==> src/rtl/tri_raster_ctrl.sv <==
// Triangle rasterisation sequencer: accepts a triangle, scans its screen-clipped bounding box
// row-major and streams inside pixels. Define TRI_EARLY_EXIT_EN to stop edge tests on the first miss.
module tri_raster_ctrl #(
    parameter int COORD_W  = 11,
    parameter int SCREEN_W = 640,
    parameter int SCREEN_H = 480
) (
    input  logic               CLOCK_50,
    input  logic               reset,
    input  logic               tri_valid,
    output logic               tri_ready,
    input  logic [COORD_W-1:0] p1x,
    input  logic [COORD_W-1:0] p1y,
    input  logic [COORD_W-1:0] p2x,
    input  logic [COORD_W-1:0] p2y,
    input  logic [COORD_W-1:0] p3x,
    input  logic [COORD_W-1:0] p3y,
    input  logic               abort,
    output logic               pix_valid,
    input  logic               pix_ready,
    output logic [COORD_W-1:0] pix_x,
    output logic [COORD_W-1:0] pix_y,
    output logic               busy,
    output logic               done
);

    localparam int DW = COORD_W + 1;
    localparam int PW = 2 * DW;
    localparam logic [COORD_W-1:0] X_LAST = COORD_W'(SCREEN_W - 1);
    localparam logic [COORD_W-1:0] Y_LAST = COORD_W'(SCREEN_H - 1);
    localparam logic [COORD_W-1:0] ONE    = COORD_W'(1);
    localparam logic [COORD_W-1:0] ZERO   = {COORD_W{1'b0}};

    typedef enum logic [2:0] {
        IDLE   = 3'd0,
        BBOX   = 3'd1,
        ORIENT = 3'd2,
        EVAL   = 3'd3,
        EMIT   = 3'd4,
        STEP   = 3'd5,
        FIN    = 3'd6
    } state_t;

    function automatic logic signed [PW-1:0] sext(input logic signed [DW-1:0] d);
        return $signed({{DW{d[DW-1]}}, d});
    endfunction

    // True when (a-q) x (b-q) is strictly positive in the orientation sense used by the inside rule.
    function automatic logic edge_sign(input logic [COORD_W-1:0] ax, input logic [COORD_W-1:0] ay,
                                       input logic [COORD_W-1:0] bx, input logic [COORD_W-1:0] by,
                                       input logic [COORD_W-1:0] qx, input logic [COORD_W-1:0] qy);
        logic signed [DW-1:0] d_ax;
        logic signed [DW-1:0] d_by;
        logic signed [DW-1:0] d_bx;
        logic signed [DW-1:0] d_ay;
        logic signed [PW-1:0] lhs;
        logic signed [PW-1:0] rhs;
        d_ax = $signed({1'b0, ax}) - $signed({1'b0, qx});
        d_by = $signed({1'b0, by}) - $signed({1'b0, qy});
        d_bx = $signed({1'b0, bx}) - $signed({1'b0, qx});
        d_ay = $signed({1'b0, ay}) - $signed({1'b0, qy});
        lhs  = sext(d_ax) * sext(d_by);
        rhs  = sext(d_bx) * sext(d_ay);
        return (lhs > rhs);
    endfunction

    function automatic logic [COORD_W-1:0] min3(input logic [COORD_W-1:0] a,
                                                input logic [COORD_W-1:0] b,
                                                input logic [COORD_W-1:0] c);
        logic [COORD_W-1:0] m;
        m = (a < b) ? a : b;
        return (m < c) ? m : c;
    endfunction

    function automatic logic [COORD_W-1:0] max3(input logic [COORD_W-1:0] a,
                                                input logic [COORD_W-1:0] b,
                                                input logic [COORD_W-1:0] c);
        logic [COORD_W-1:0] m;
        m = (a > b) ? a : b;
        return (m > c) ? m : c;
    endfunction

    state_t             state_r;
    state_t             state_s;
    state_t             fsm_next_s;

    logic [COORD_W-1:0] v1x_r, v1y_r, v2x_r, v2y_r, v3x_r, v3y_r;
    logic [COORD_W-1:0] xmin_r, xmax_r, ymax_r;
    logic [COORD_W-1:0] cx_r, cy_r;
    logic [1:0]         k_r;
    logic               t_r;
    logic               inside_r;

    logic [COORD_W-1:0] bb_xmin_s, bb_ymin_s, bb_xmax_s, bb_ymax_s;
    logic               bb_empty_s;
    logic               row_end_s;
    logic               last_pix_s;

    logic [COORD_W-1:0] op_ax_s, op_ay_s, op_bx_s, op_by_s, op_qx_s, op_qy_s;
    logic               edge_s;
    logic               match_s;

    logic               tri_ready_r;
    logic               pix_valid_r;
    logic [COORD_W-1:0] pix_x_r;
    logic [COORD_W-1:0] pix_y_r;
    logic               busy_r;
    logic               done_r;

    // Bounding box of the latched vertices; only the upper bounds need clipping since coordinates are unsigned.
    always_comb begin
        bb_xmin_s  = min3(v1x_r, v2x_r, v3x_r);
        bb_ymin_s  = min3(v1y_r, v2y_r, v3y_r);
        bb_xmax_s  = max3(v1x_r, v2x_r, v3x_r);
        bb_ymax_s  = max3(v1y_r, v2y_r, v3y_r);
        bb_xmax_s  = (bb_xmax_s > X_LAST) ? X_LAST : bb_xmax_s;
        bb_ymax_s  = (bb_ymax_s > Y_LAST) ? Y_LAST : bb_ymax_s;
        bb_empty_s = (bb_xmin_s > X_LAST) || (bb_ymin_s > Y_LAST);
        row_end_s  = (cx_r == xmax_r);
        last_pix_s = row_end_s && (cy_r == ymax_r);
    end

    // Operand mux in front of the single edge-sign unit: orientation in ORIENT, edge k_r otherwise.
    always_comb begin
        op_ax_s = v1x_r;
        op_ay_s = v1y_r;
        op_bx_s = v2x_r;
        op_by_s = v2y_r;
        op_qx_s = cx_r;
        op_qy_s = cy_r;
        case (state_r)
            ORIENT: begin
                op_qx_s = v3x_r;
                op_qy_s = v3y_r;
            end
            default: begin
                case (k_r)
                    2'd0: begin
                        op_ax_s = v1x_r;
                        op_ay_s = v1y_r;
                        op_bx_s = v2x_r;
                        op_by_s = v2y_r;
                    end
                    2'd1: begin
                        op_ax_s = v2x_r;
                        op_ay_s = v2y_r;
                        op_bx_s = v3x_r;
                        op_by_s = v3y_r;
                    end
                    default: begin
                        op_ax_s = v3x_r;
                        op_ay_s = v3y_r;
                        op_bx_s = v1x_r;
                        op_by_s = v1y_r;
                    end
                endcase
            end
        endcase
        edge_s  = edge_sign(op_ax_s, op_ay_s, op_bx_s, op_by_s, op_qx_s, op_qy_s);
        match_s = (edge_s == t_r);
    end

    // Next-state logic; abort overrides every non-idle transition.
    always_comb begin
        fsm_next_s = state_r;
        case (state_r)
            IDLE: begin
                if (tri_valid) fsm_next_s = BBOX;
                else           fsm_next_s = IDLE;
            end
            BBOX: begin
                if (bb_empty_s) fsm_next_s = FIN;
                else            fsm_next_s = ORIENT;
            end
            ORIENT: fsm_next_s = EVAL;
            EVAL: begin
                if (k_r == 2'd2) begin
                    if (inside_r && match_s) fsm_next_s = EMIT;
                    else                     fsm_next_s = STEP;
                end else begin
`ifdef TRI_EARLY_EXIT_EN
                    if (match_s) fsm_next_s = EVAL;
                    else         fsm_next_s = STEP;
`else
                    fsm_next_s = EVAL;
`endif
                end
            end
            EMIT: begin
                if (pix_ready) fsm_next_s = STEP;
                else           fsm_next_s = EMIT;
            end
            STEP: begin
                if (last_pix_s) fsm_next_s = FIN;
                else            fsm_next_s = EVAL;
            end
            FIN:     fsm_next_s = IDLE;
            default: fsm_next_s = IDLE;
        endcase
        state_s = (abort && (state_r != IDLE)) ? IDLE : fsm_next_s;
    end

    // State register.
    always_ff @(posedge CLOCK_50 or posedge reset) begin
        if (reset) state_r <= IDLE;
        else       state_r <= state_s;
    end

    // Vertex latch, box registers and scan position.
    always_ff @(posedge CLOCK_50 or posedge reset) begin
        if (reset) begin
            v1x_r    <= ZERO;
            v1y_r    <= ZERO;
            v2x_r    <= ZERO;
            v2y_r    <= ZERO;
            v3x_r    <= ZERO;
            v3y_r    <= ZERO;
            xmin_r   <= ZERO;
            xmax_r   <= ZERO;
            ymax_r   <= ZERO;
            cx_r     <= ZERO;
            cy_r     <= ZERO;
            k_r      <= 2'd0;
            t_r      <= 1'b0;
            inside_r <= 1'b0;
        end else begin
            case (state_r)
                IDLE: begin
                    if (tri_valid) begin
                        v1x_r <= p1x;
                        v1y_r <= p1y;
                        v2x_r <= p2x;
                        v2y_r <= p2y;
                        v3x_r <= p3x;
                        v3y_r <= p3y;
                    end
                end
                BBOX: begin
                    xmin_r <= bb_xmin_s;
                    xmax_r <= bb_xmax_s;
                    ymax_r <= bb_ymax_s;
                    cx_r   <= bb_xmin_s;
                    cy_r   <= bb_ymin_s;
                end
                ORIENT: begin
                    t_r <= edge_s;
                    k_r <= 2'd0;
                end
                EVAL: begin
                    inside_r <= (k_r == 2'd0) ? match_s : (inside_r & match_s);
                    k_r      <= k_r + 2'd1;
                end
                STEP: begin
                    k_r <= 2'd0;
                    if (row_end_s) begin
                        cx_r <= xmin_r;
                        if (!last_pix_s) cy_r <= cy_r + ONE;
                    end else begin
                        cx_r <= cx_r + ONE;
                    end
                end
                default: begin
                end
            endcase
        end
    end

    // Registered handshake/status outputs; pixel coordinates are captured once on entry to EMIT.
    always_ff @(posedge CLOCK_50 or posedge reset) begin
        if (reset) begin
            tri_ready_r <= 1'b1;
            pix_valid_r <= 1'b0;
            pix_x_r     <= ZERO;
            pix_y_r     <= ZERO;
            busy_r      <= 1'b0;
            done_r      <= 1'b0;
        end else begin
            tri_ready_r <= (state_s == IDLE);
            busy_r      <= (state_s != IDLE);
            pix_valid_r <= (state_s == EMIT);
            done_r      <= (state_r == FIN) && !abort;
            if ((state_s == EMIT) && (state_r != EMIT)) begin
                pix_x_r <= cx_r;
                pix_y_r <= cy_r;
            end
        end
    end

    assign tri_ready = tri_ready_r;
    assign pix_valid = pix_valid_r;
    assign pix_x     = pix_x_r;
    assign pix_y     = pix_y_r;
    assign busy      = busy_r;
    assign done      = done_r;

endmodule

==> config.mk <==
export PLATFORM = sky130hd
export DESIGN_NAME = tri_raster_ctrl
export DESIGN_NICKNAME = d
export VERILOG_FILES = /design/src/rtl/tri_raster_ctrl.sv
export SDC_FILE = /design/constraint.sdc
export NUM_CORES = 1
export LEC_CHECK = 0
export ABC_AREA = 1
export ABC_CLOCK_PERIOD_IN_PS = 18100
export BUFFER_PORTS_ARGS = -buffer_cell sky130_fd_sc_hd__clkbuf_2
export CAP_MARGIN = 20
export CORE_MARGIN = 8
export CORE_UTILIZATION = 70
export DETAILED_ROUTE_END_ITERATION = 12
export MAX_ROUTING_LAYER = met4
export PLACE_DENSITY = 0.91
export SKIP_CTS_REPAIR_TIMING = 1
export SYNTH_ARGS = -nofsm -noshare
export SYNTH_HDL_FRONTEND = slang
export SYNTH_SLANG_ARGS = --single-unit
==> constraint.sdc <==
create_clock -name CLOCK_50 -period 18.1 [get_ports CLOCK_50]
set_clock_uncertainty 0.2 [all_clocks]
set_input_delay 0.905 -clock CLOCK_50 [delete_from_list [all_inputs] [get_ports CLOCK_50]]
set_output_delay 0.905 -clock CLOCK_50 [all_outputs]
set_load 0.02 [all_outputs]
==> impl_metrics.tcl, run 1 <==
set metrics [dict create \
    status "finished clean" \
    grt_max_degree 81 \
    htree_levels 4 \
    drt_iter0_drc 1796 \
    cts_root_buffer "clkbuf_16" \
    core_area_um2 32500 \
    slowest_stage "xor2_1" \
    cts_made_buffers 17 \
    n_fill_cell 2451 \
    hold_depth 2 \
    drv_cap 0 \
    postRouteAntennaNets 0 \
    required_ps 18200 \
    finalCriticalPeriod_ps 12770 \
    post-synth-top-area-fraction_pct 24.5 \
    holdWs_ps 283 \
    rows 66 \
    yosysUniqueCellTypes 57 \
    async_reset_ff_share_pct 100 \
    endpoint_kind "flip-flop" \
    clockBufferDepth 2 \
    yosys_warnings 0 \
    die_y_um 197 \
    gp_congestion 1.00 \
    reg2reg_depth 59 \
    finalHoldViolations 0 \
    drcViolationCount 0 \
    syn-num-nets 3556 \
    synthFlopType "dfrtp_1" \
    hold_path.class "flip-flop to flip-flop" \
    crit_top_cell "nand2_1" \
    die_area_um2 38900 \
    rsz0062_at_grt "no" \
    slew_headroom_pct 31.7 \
    first_global_vias 21500 \
    dp.cells 3436 \
    antenna_found_initial 0 \
    drive_gt1_share_pct 6.84 \
    synthCells 2966 \
    port_buffers 96 \
    post-route-period-util_pct 70.6 \
    synth_top_cell_by_area "fa_1" \
    first_pass_iters 6 \
    crit_type "flip-flop to flip-flop" \
    wirelength_um 64600 \
    fin_cells 3468 \
    ys_top_cells_by_count "nand2_1, inv_1, fa_1" \
    synth.most_common_cell "nand2_1" \
    tightest_slew_ps 1020 \
    vias 20800 \
    start_kind "flip-flop" \
    dp_hpwl_um 52500 \
    clk_latency_ps 430 \
    io_pins 97 \
    antennaDiodeCount 0 \
    grt_pass1_wl_um 105000 \
    grt_use_total_pct 34.8 \
    startpoint "k_r[1]" \
    final-max-slew-violation-count 0 \
    synth_area_leaders "fa_1, dfrtp_1, ha_1, nand2_1, inv_1" \
    hold_start "pix_y[7]" \
    synth-edff-count 0 \
    vias_per_cell 6.00 \
    fmax_mhz 78.3 \
    wl_per_cell_um 18.6 \
    grt.overflow.total 0 \
    path_clk_slew_ps 60 \
    critPathMaxStageDelay_ps 790 \
    syn_to_final_growth_pct 5.93 \
    cp_max_fo 41 \
    synth-seq-cells 154 \
    clock_sinks 154 \
    syn_avg_cell_area_um2 7.76 \
    netlist_area_um2 23000 \
    arrival_ps 12870 \
    floorplan.initialDensity_pct 70.9 \
    tns_ps 0 \
    fp.dieW_um 197 \
    fin_nets 3605 \
    yosysSeqAreaShare_pct 16.8 \
    reg2reg_from "k_r[1]" \
    setup_viol 0 \
    cts_tree "built" \
]
==> critical path, delay by kind of cell (launching register included) <==
family | cells | cell delay (ps)
flops | 1 | 350
compound gates | 16 | 3090
buf+inv | 8 | 1080
fa+ha+maj | 10 | 4070
xor+xnor | 2 | 890
simple gates | 23 | 2950
==> metrics by stage <==
stage               worst slack, ps  area, um2  util, %
floorplan                      7640      23000        -
global placement               6170      23800     73.3
detailed placement             5580      23800     73.3
CTS                            5560      24400     75.0
global route                   4280      24400     75.1
finish                         5330      24400     75.1
==> metal layers <==
metal	wire length (um)	up-vias	global-route usage, %
li1	-	9397	-
met1	24100	9984	40.8
met3	5300	291	4.72
met4	3870	0	18.8
met2	31400	1125	57.6
met5	0	-	-
==> logic make-up after synthesis <==
group,Yosys count,share of synthesized area [%]
buffers and inverters,705,11.7
adder cells (fa/ha/maj),519,37.4
AND/OR/NAND/NOR,994,18.0
XOR/XNOR,88,3.38
AO/OA/AOI/OAI,506,12.7
flip-flops,154,16.8
==> area by class of cell <==
type	instances	area (um2)	area share (%)
repair buffers	112	601	2.46
well taps	442	553	2.27
clock buffers	20	457	1.87
flip-flops and latches	154	3850	15.8
inverters	623	2340	9.62
clock inverters	10	96.3	0.395
multi-input cells	2107	16500	67.6
==> cell usage in the layout, fill, tap and decap left out, types with 7 or more instances in the layout <==
cell / count
nor4_1: 7
o22ai_1: 49
ha_1: 237
o211ai_1: 10
fa_1: 282
nand4_1: 36
a2bb2oi_1: 7
dfrtp_1: 153
xor2_1: 54
o21ai_0: 217
nor3_1: 12
clkbuf_16: 17
buf_4: 16
clkbuf_2: 96
a22oi_1: 46
a21oi_1: 127
clkinv_1: 14
xnor2_1: 33
inv_1: 601
nand3b_1: 11
o21ai_1: 8
nand2_1: 667
nand3_1: 44
or2_2: 27
o221ai_1: 8
nor2_1: 162
==> path summary, 6_finish.rpt <==
| path | to | slack [ps] |
|---|---|---|
| worst max-delay path | pix_y[5] | 5330 |
| worst max register to register | pix_y[5] | 5330 |
| max in group asynchronous | cy_r[3] | 15800 |
| min in group asynchronous | v3x_r[7] | 410 |
| worst min-delay path | pix_y[7] | 280 |
| worst min register to register | pix_y[7] | 280 |
Power of run 1 is left out: the tool's default activity adds up to more than one toggle a clock period on the data nets, which glitch-free logic cannot reach.
==> inputs of run 2 (changes only) <==
--- a/config.mk
+++ b/config.mk
@@ -6,14 +6,14 @@
 export NUM_CORES = 1
 export LEC_CHECK = 0
 export ABC_AREA = 1
-export ABC_CLOCK_PERIOD_IN_PS = 18100
+export ABC_CLOCK_PERIOD_IN_PS = 12610
 export BUFFER_PORTS_ARGS = -buffer_cell sky130_fd_sc_hd__clkbuf_2
 export CAP_MARGIN = 20
 export CORE_MARGIN = 8
-export CORE_UTILIZATION = 70
+export CORE_UTILIZATION = 65
 export DETAILED_ROUTE_END_ITERATION = 12
 export MAX_ROUTING_LAYER = met4
-export PLACE_DENSITY = 0.91
+export PLACE_DENSITY = 0.85
 export SKIP_CTS_REPAIR_TIMING = 1
 export SYNTH_ARGS = -nofsm -noshare
 export SYNTH_HDL_FRONTEND = slang
==> constraint.sdc (replaced) <==
create_clock -name CLOCK_50 -period 12.61 [get_ports CLOCK_50]
set_clock_uncertainty 0.2 [all_clocks]
set_input_delay 0.6305 -clock CLOCK_50 [delete_from_list [all_inputs] [get_ports CLOCK_50]]
set_output_delay 0.6305 -clock CLOCK_50 [all_outputs]
set_load 0.02 [all_outputs]
==> impl_metrics.tcl, run 2 (same netlist as run 1, synthesis figures left out) <==
set metrics [dict create \
    layout_common_cells "nand2_1, inv_1, fa_1, ha_1, o21ai_0" \
    required_ps 12720 \
    tns_ps 0 \
    drt_iter0_drc 1692 \
    rsz0062_at_grt "no" \
    holdWs_ps -7.20 \
    wirelength_um 66300 \
    drcViolationCount 0 \
    fmax_mhz 86.6 \
    drv_cap 0 \
    vias_per_cell 5.87 \
    fin_nets 3618 \
    drive_gt1_share_pct 7.37 \
    port_buffers 96 \
    hold_path.class "input pin to asynchronous set/reset pin" \
    htree_levels 4 \
    cts_tree "built" \
    core_area_um2 35200 \
    die_area_um2 41700 \
    grt_use_total_pct 33.4 \
    wl_per_cell_um 18.9 \
    clk_latency_ps 440 \
    clock_sinks 154 \
    first_pass_iters 6 \
    cts_made_buffers 17 \
    gp_congestion 0.998 \
    rows 69 \
    reg2reg_depth 58 \
    io_pins 97 \
    cp_max_fo 40 \
    crit_type "flip-flop to flip-flop" \
    path_clk_slew_ps 70 \
    arrival_ps 11660 \
    slowest_stage "fa_1" \
    r2r_slack_ps 1060 \
    dp_hpwl_um 53700 \
    floorplan.initialDensity_pct 65.3 \
    reg2reg_from "k_r[1]" \
    fp.dieW_um 204 \
    finalCriticalPeriod_ps 11550 \
    first_global_vias 21500 \
    r2r-end "pix_y[6]" \
    syn_to_final_growth_pct 6.81 \
    critPathMaxStageDelay_ps 550 \
    antenna_found_initial 1 \
    final_common_cell "nand2_1" \
    slew_headroom_pct 26.5 \
    dp.cells 3462 \
    clockBufferDepth 2 \
    grt.overflow.total 0 \
    crit_top_cell "nand2_1" \
    postRouteAntennaNets 0 \
    fin_cells 3503 \
    setup_viol 0 \
    status "complete, but fails checks" \
    grt_max_degree 121 \
    start_kind "flip-flop" \
    endpoint_kind "flip-flop" \
    grt_pass1_wl_um 108000 \
    vias 20600 \
    cts_root_buffer "clkbuf_16" \
    fin_ws_ps 1060 \
    die_y_um 204 \
    post-route-period-util_pct 91.6 \
    finalHoldViolations 20 \
    violations "hold timing" \
    place_ws_ps 632 \
    tightest_slew_ps 1100 \
    n_fill_cell 2907 \
    final-max-slew-violation-count 0 \
]
run 2: worst max-delay path: cells and delay by family, from the launching register on:
| family | cells | cell delay (ps) |
|---|---|---|
| adders and majority gates | 10 | 4140 |
| DFF | 1 | 390 |
| and+or+nand+nor | 22 | 2590 |
| xor gates and xnor gates | 2 | 240 |
| AOI/OAI and AO/OA | 16 | 2860 |
| buffers and inverters | 8 | 980 |
run 2: worst max-delay path by stage:
stage,start,end,slack (ps),cells past startpoint
floorplan,state_r[2],pix_x[0],2150,60
CTS,state_r[1],pix_y[6],600,57
global placement,state_r[1],pix_x[5],940,57
finish,k_r[1],pix_y[6],1060,58
global route,k_r[1],pix_y[6],70,58
detailed placement,state_r[1],pix_y[4],630,57
run 2: final cells by class:
class	instances	area (um2)	area share, %
Clock buffer	17	425	1.73
Multi-Input combinational cell	2109	16500	67.1
Inverter	623	2350	9.56
Tap cell	461	577	2.35
Antenna cell	1	2.50	0.0102
Timing Repair inverter	1	5.00	0.0204
Clock inverter	15	189	0.769
Timing Repair Buffer	122	676	2.75
Sequential cell	154	3850	15.7
run 2: metal layers:
metal,part of all wire (%),GRT usage (%),vias to the layer above,routed length [um]
met2,49,55.6,993,32400
met5,0,-,-,0
met3,6.9,3.77,229,4600
met4,5.2,16.8,0,3450
met1,39,40.1,9928,25900
li1,-,-,9428,-
run 2: stage by stage:
step,instance area (um2),util [%]
floorplan,23000,-
global placement,23900,67.8
detailed placement,23900,67.8
CTS,24500,69.5
global route,24600,69.8
finish,24600,69.8
Power of run 2 is left out for the same reason.
==> inputs of run 3 (changes only) <==
--- a/config.mk
+++ b/config.mk
@@ -6,14 +6,16 @@
 export NUM_CORES = 1
 export LEC_CHECK = 0
 export ABC_AREA = 1
-export ABC_CLOCK_PERIOD_IN_PS = 12610
+export ABC_CLOCK_PERIOD_IN_PS = 9700
 export BUFFER_PORTS_ARGS = -buffer_cell sky130_fd_sc_hd__clkbuf_2
 export CAP_MARGIN = 20
 export CORE_MARGIN = 8
-export CORE_UTILIZATION = 65
+export CORE_UTILIZATION = 59
+export CTS_CLUSTER_SIZE = 8
 export DETAILED_ROUTE_END_ITERATION = 12
 export MAX_ROUTING_LAYER = met4
-export PLACE_DENSITY = 0.85
+export PLACE_DENSITY = 0.82
+export SETUP_SLACK_MARGIN = 0.05
 export SKIP_CTS_REPAIR_TIMING = 1
 export SYNTH_ARGS = -nofsm -noshare
 export SYNTH_HDL_FRONTEND = slang
==> constraint.sdc (replaced) <==
create_clock -name CLOCK_50 -period 9.7 [get_ports CLOCK_50]
set_clock_uncertainty 0.2 [all_clocks]
set_input_delay 0.485 -clock CLOCK_50 [delete_from_list [all_inputs] [get_ports CLOCK_50]]
set_output_delay 0.485 -clock CLOCK_50 [all_outputs]
set_load 0.02 [all_outputs]
==> impl_metrics.tcl, run 3 (same netlist as run 1, synthesis figures left out) <==
set metrics [dict create \
    finalCriticalPeriod_ps 10660 \
    rows 72 \
    critPathMaxStageDelay_ps 550 \
    violations "hold timing, setup timing" \
    tightest_slew_ps 946 \
    cts_root_buffer "clkbuf_16" \
    first_global_vias 22500 \
    endpoint_kind "flip-flop" \
    die_y_um 213 \
    drv_cap 0 \
    antennaDiodeCount 0 \
    path_clk_slew_ps 70 \
    wirelength_um 72700 \
    cts_made_buffers 17 \
    first_pass_iters 8 \
    clockBufferDepth 2 \
    port_buffers 96 \
    grt_max_degree 88 \
    io_pins 97 \
    start_kind "flip-flop" \
    post-route-util_pct 72.2 \
    status "complete, but fails checks" \
    fp.dieW_um 213 \
    fmax_mhz 93.8 \
    grt_pass1_wl_um 113000 \
    dp_hpwl_um 58200 \
    floorplan.initialDensity_pct 59.7 \
    holdWs_ps -25.9 \
    required_ps 9830 \
    final_common_cell "nand2_1" \
    gp_congestion 1.01 \
    crit_top_cell "nand2_1" \
    cp_max_fo 6 \
    final-max-slew-violation-count 0 \
    top_usage_layer "met2" \
    drive_gt1_share_pct 20.4 \
    post-route-period-util_pct 110 \
    cp.buffers_inverters 8 \
    syn_to_final_growth_pct 21.0 \
    vias 22000 \
    htree_levels 4 \
    grt_util_met1_pct 38.2 \
    finalHoldViolations 33 \
    met2_usage_pct 55.2 \
    grt_use_total_pct 32.3 \
    hold_path.class "input pin to asynchronous set/reset pin" \
    core_area_um2 38600 \
    grt.overflow.total 0 \
    clock_sinks 154 \
    wl_per_cell_um 18.7 \
    postRouteAntennaNets 0 \
    die_area_um2 45600 \
    crit_type "flip-flop to flip-flop" \
    arrival_ps 10790 \
    cts_tree "built" \
    cpLargestDelayFamily "adder cells" \
    vias_per_cell 5.66 \
    drcViolationCount 0 \
    rsz0062_at_grt "yes" \
    fin_ws_ps -959 \
    fin_nets 3945 \
    clk_latency_ps 450 \
    slew_headroom_pct 36.3 \
    met3_usage_pct 3.51 \
    slowest_stage "fa_1" \
    antenna_found_initial 0 \
    drt_iter0_drc 1776 \
    setup_viol 27 \
    layout_common_cells "nand2_1, inv_1, buf_4, fa_1, ha_1" \
]
==> run 3: cell types whose count changed in the layout (fill, tap and decap cells not counted), sizes merged, moves of 2 or more <==
| cell | before | now |
|---|---|---|
| clkinvlp | 5 | 3 |
| clkinv | 19 | 17 |
| inv | 612 | 616 |
| buf | 26 | 353 |
| clkbuf | 113 | 116 |
==> run 3: final cells by class <==
class                           instances  area (um2)
Clock inverter                         15         183
Inverter                              623        2360
Sequential cell                       154        3850
Multi-Input combinational cell       2107       17100
Tap cell                              518         648
Clock buffer                           17         425
Fill cell                            2946       10700
Timing Repair Buffer                  452        3310
==> run 3: stage by stage <==
| stage | hold slack (ps) | setup TNS [ps] | instances | worst slack [ps] | area, um2 |
|---|---|---|---|---|---|
| 2_1_floorplan | 244 | 0 | 2966 | 53.1 | 23100 |
| 3_3_place_gp | 258 | -7100 | 3821 | -305 | 26300 |
| 3_5_place_dp | 261 | -19460 | 3821 | -808 | 26300 |
| 4_1_cts | 5.59 | -21240 | 3853 | -878 | 26900 |
| 5_1_grt | 4.91 | -34380 | 3886 | -1360 | 27800 |
| 6_report | -25.9 | -23220 | 3886 | -959 | 27800 |
==> run 3: layer usage <==
| layer | wire length [um] | vias up |
|---|---|---|
| li1 | - | 10100 |
| met3 | 4660 | 259 |
| met5 | 0 | - |
| met2 | 36400 | 1024 |
| met4 | 3740 | 0 |
| met1 | 27900 | 10600 |
==> run 3: worst paths after layout <==
kind                            startpoint        end  slack (ps)  cells past startpoint
worst max-delay path                k_r[0]   pix_x[8]        -960                     59
worst min-delay path                 reset  xmax_r[0]         -30                      2
worst max register to register      k_r[0]   pix_x[8]        -960                     59
worst min register to register   xmin_r[4]  xmin_r[4]         280                      2
max in group asynchronous            reset   v2y_r[5]        7880                      3
min in group CLOCK_50                abort       done          20                      2
==> run 3: worst reg2reg max path: cells and delay by family (launching register included) <==
kind            cells  cell delay [ps]
fa+ha+maj          10             4000
simple gates       25             2910
compound gates     14             1870
buf+inv             8              820
flops               1              440
xor+xnor            2              270
Power of run 3 is left out for the same reason.
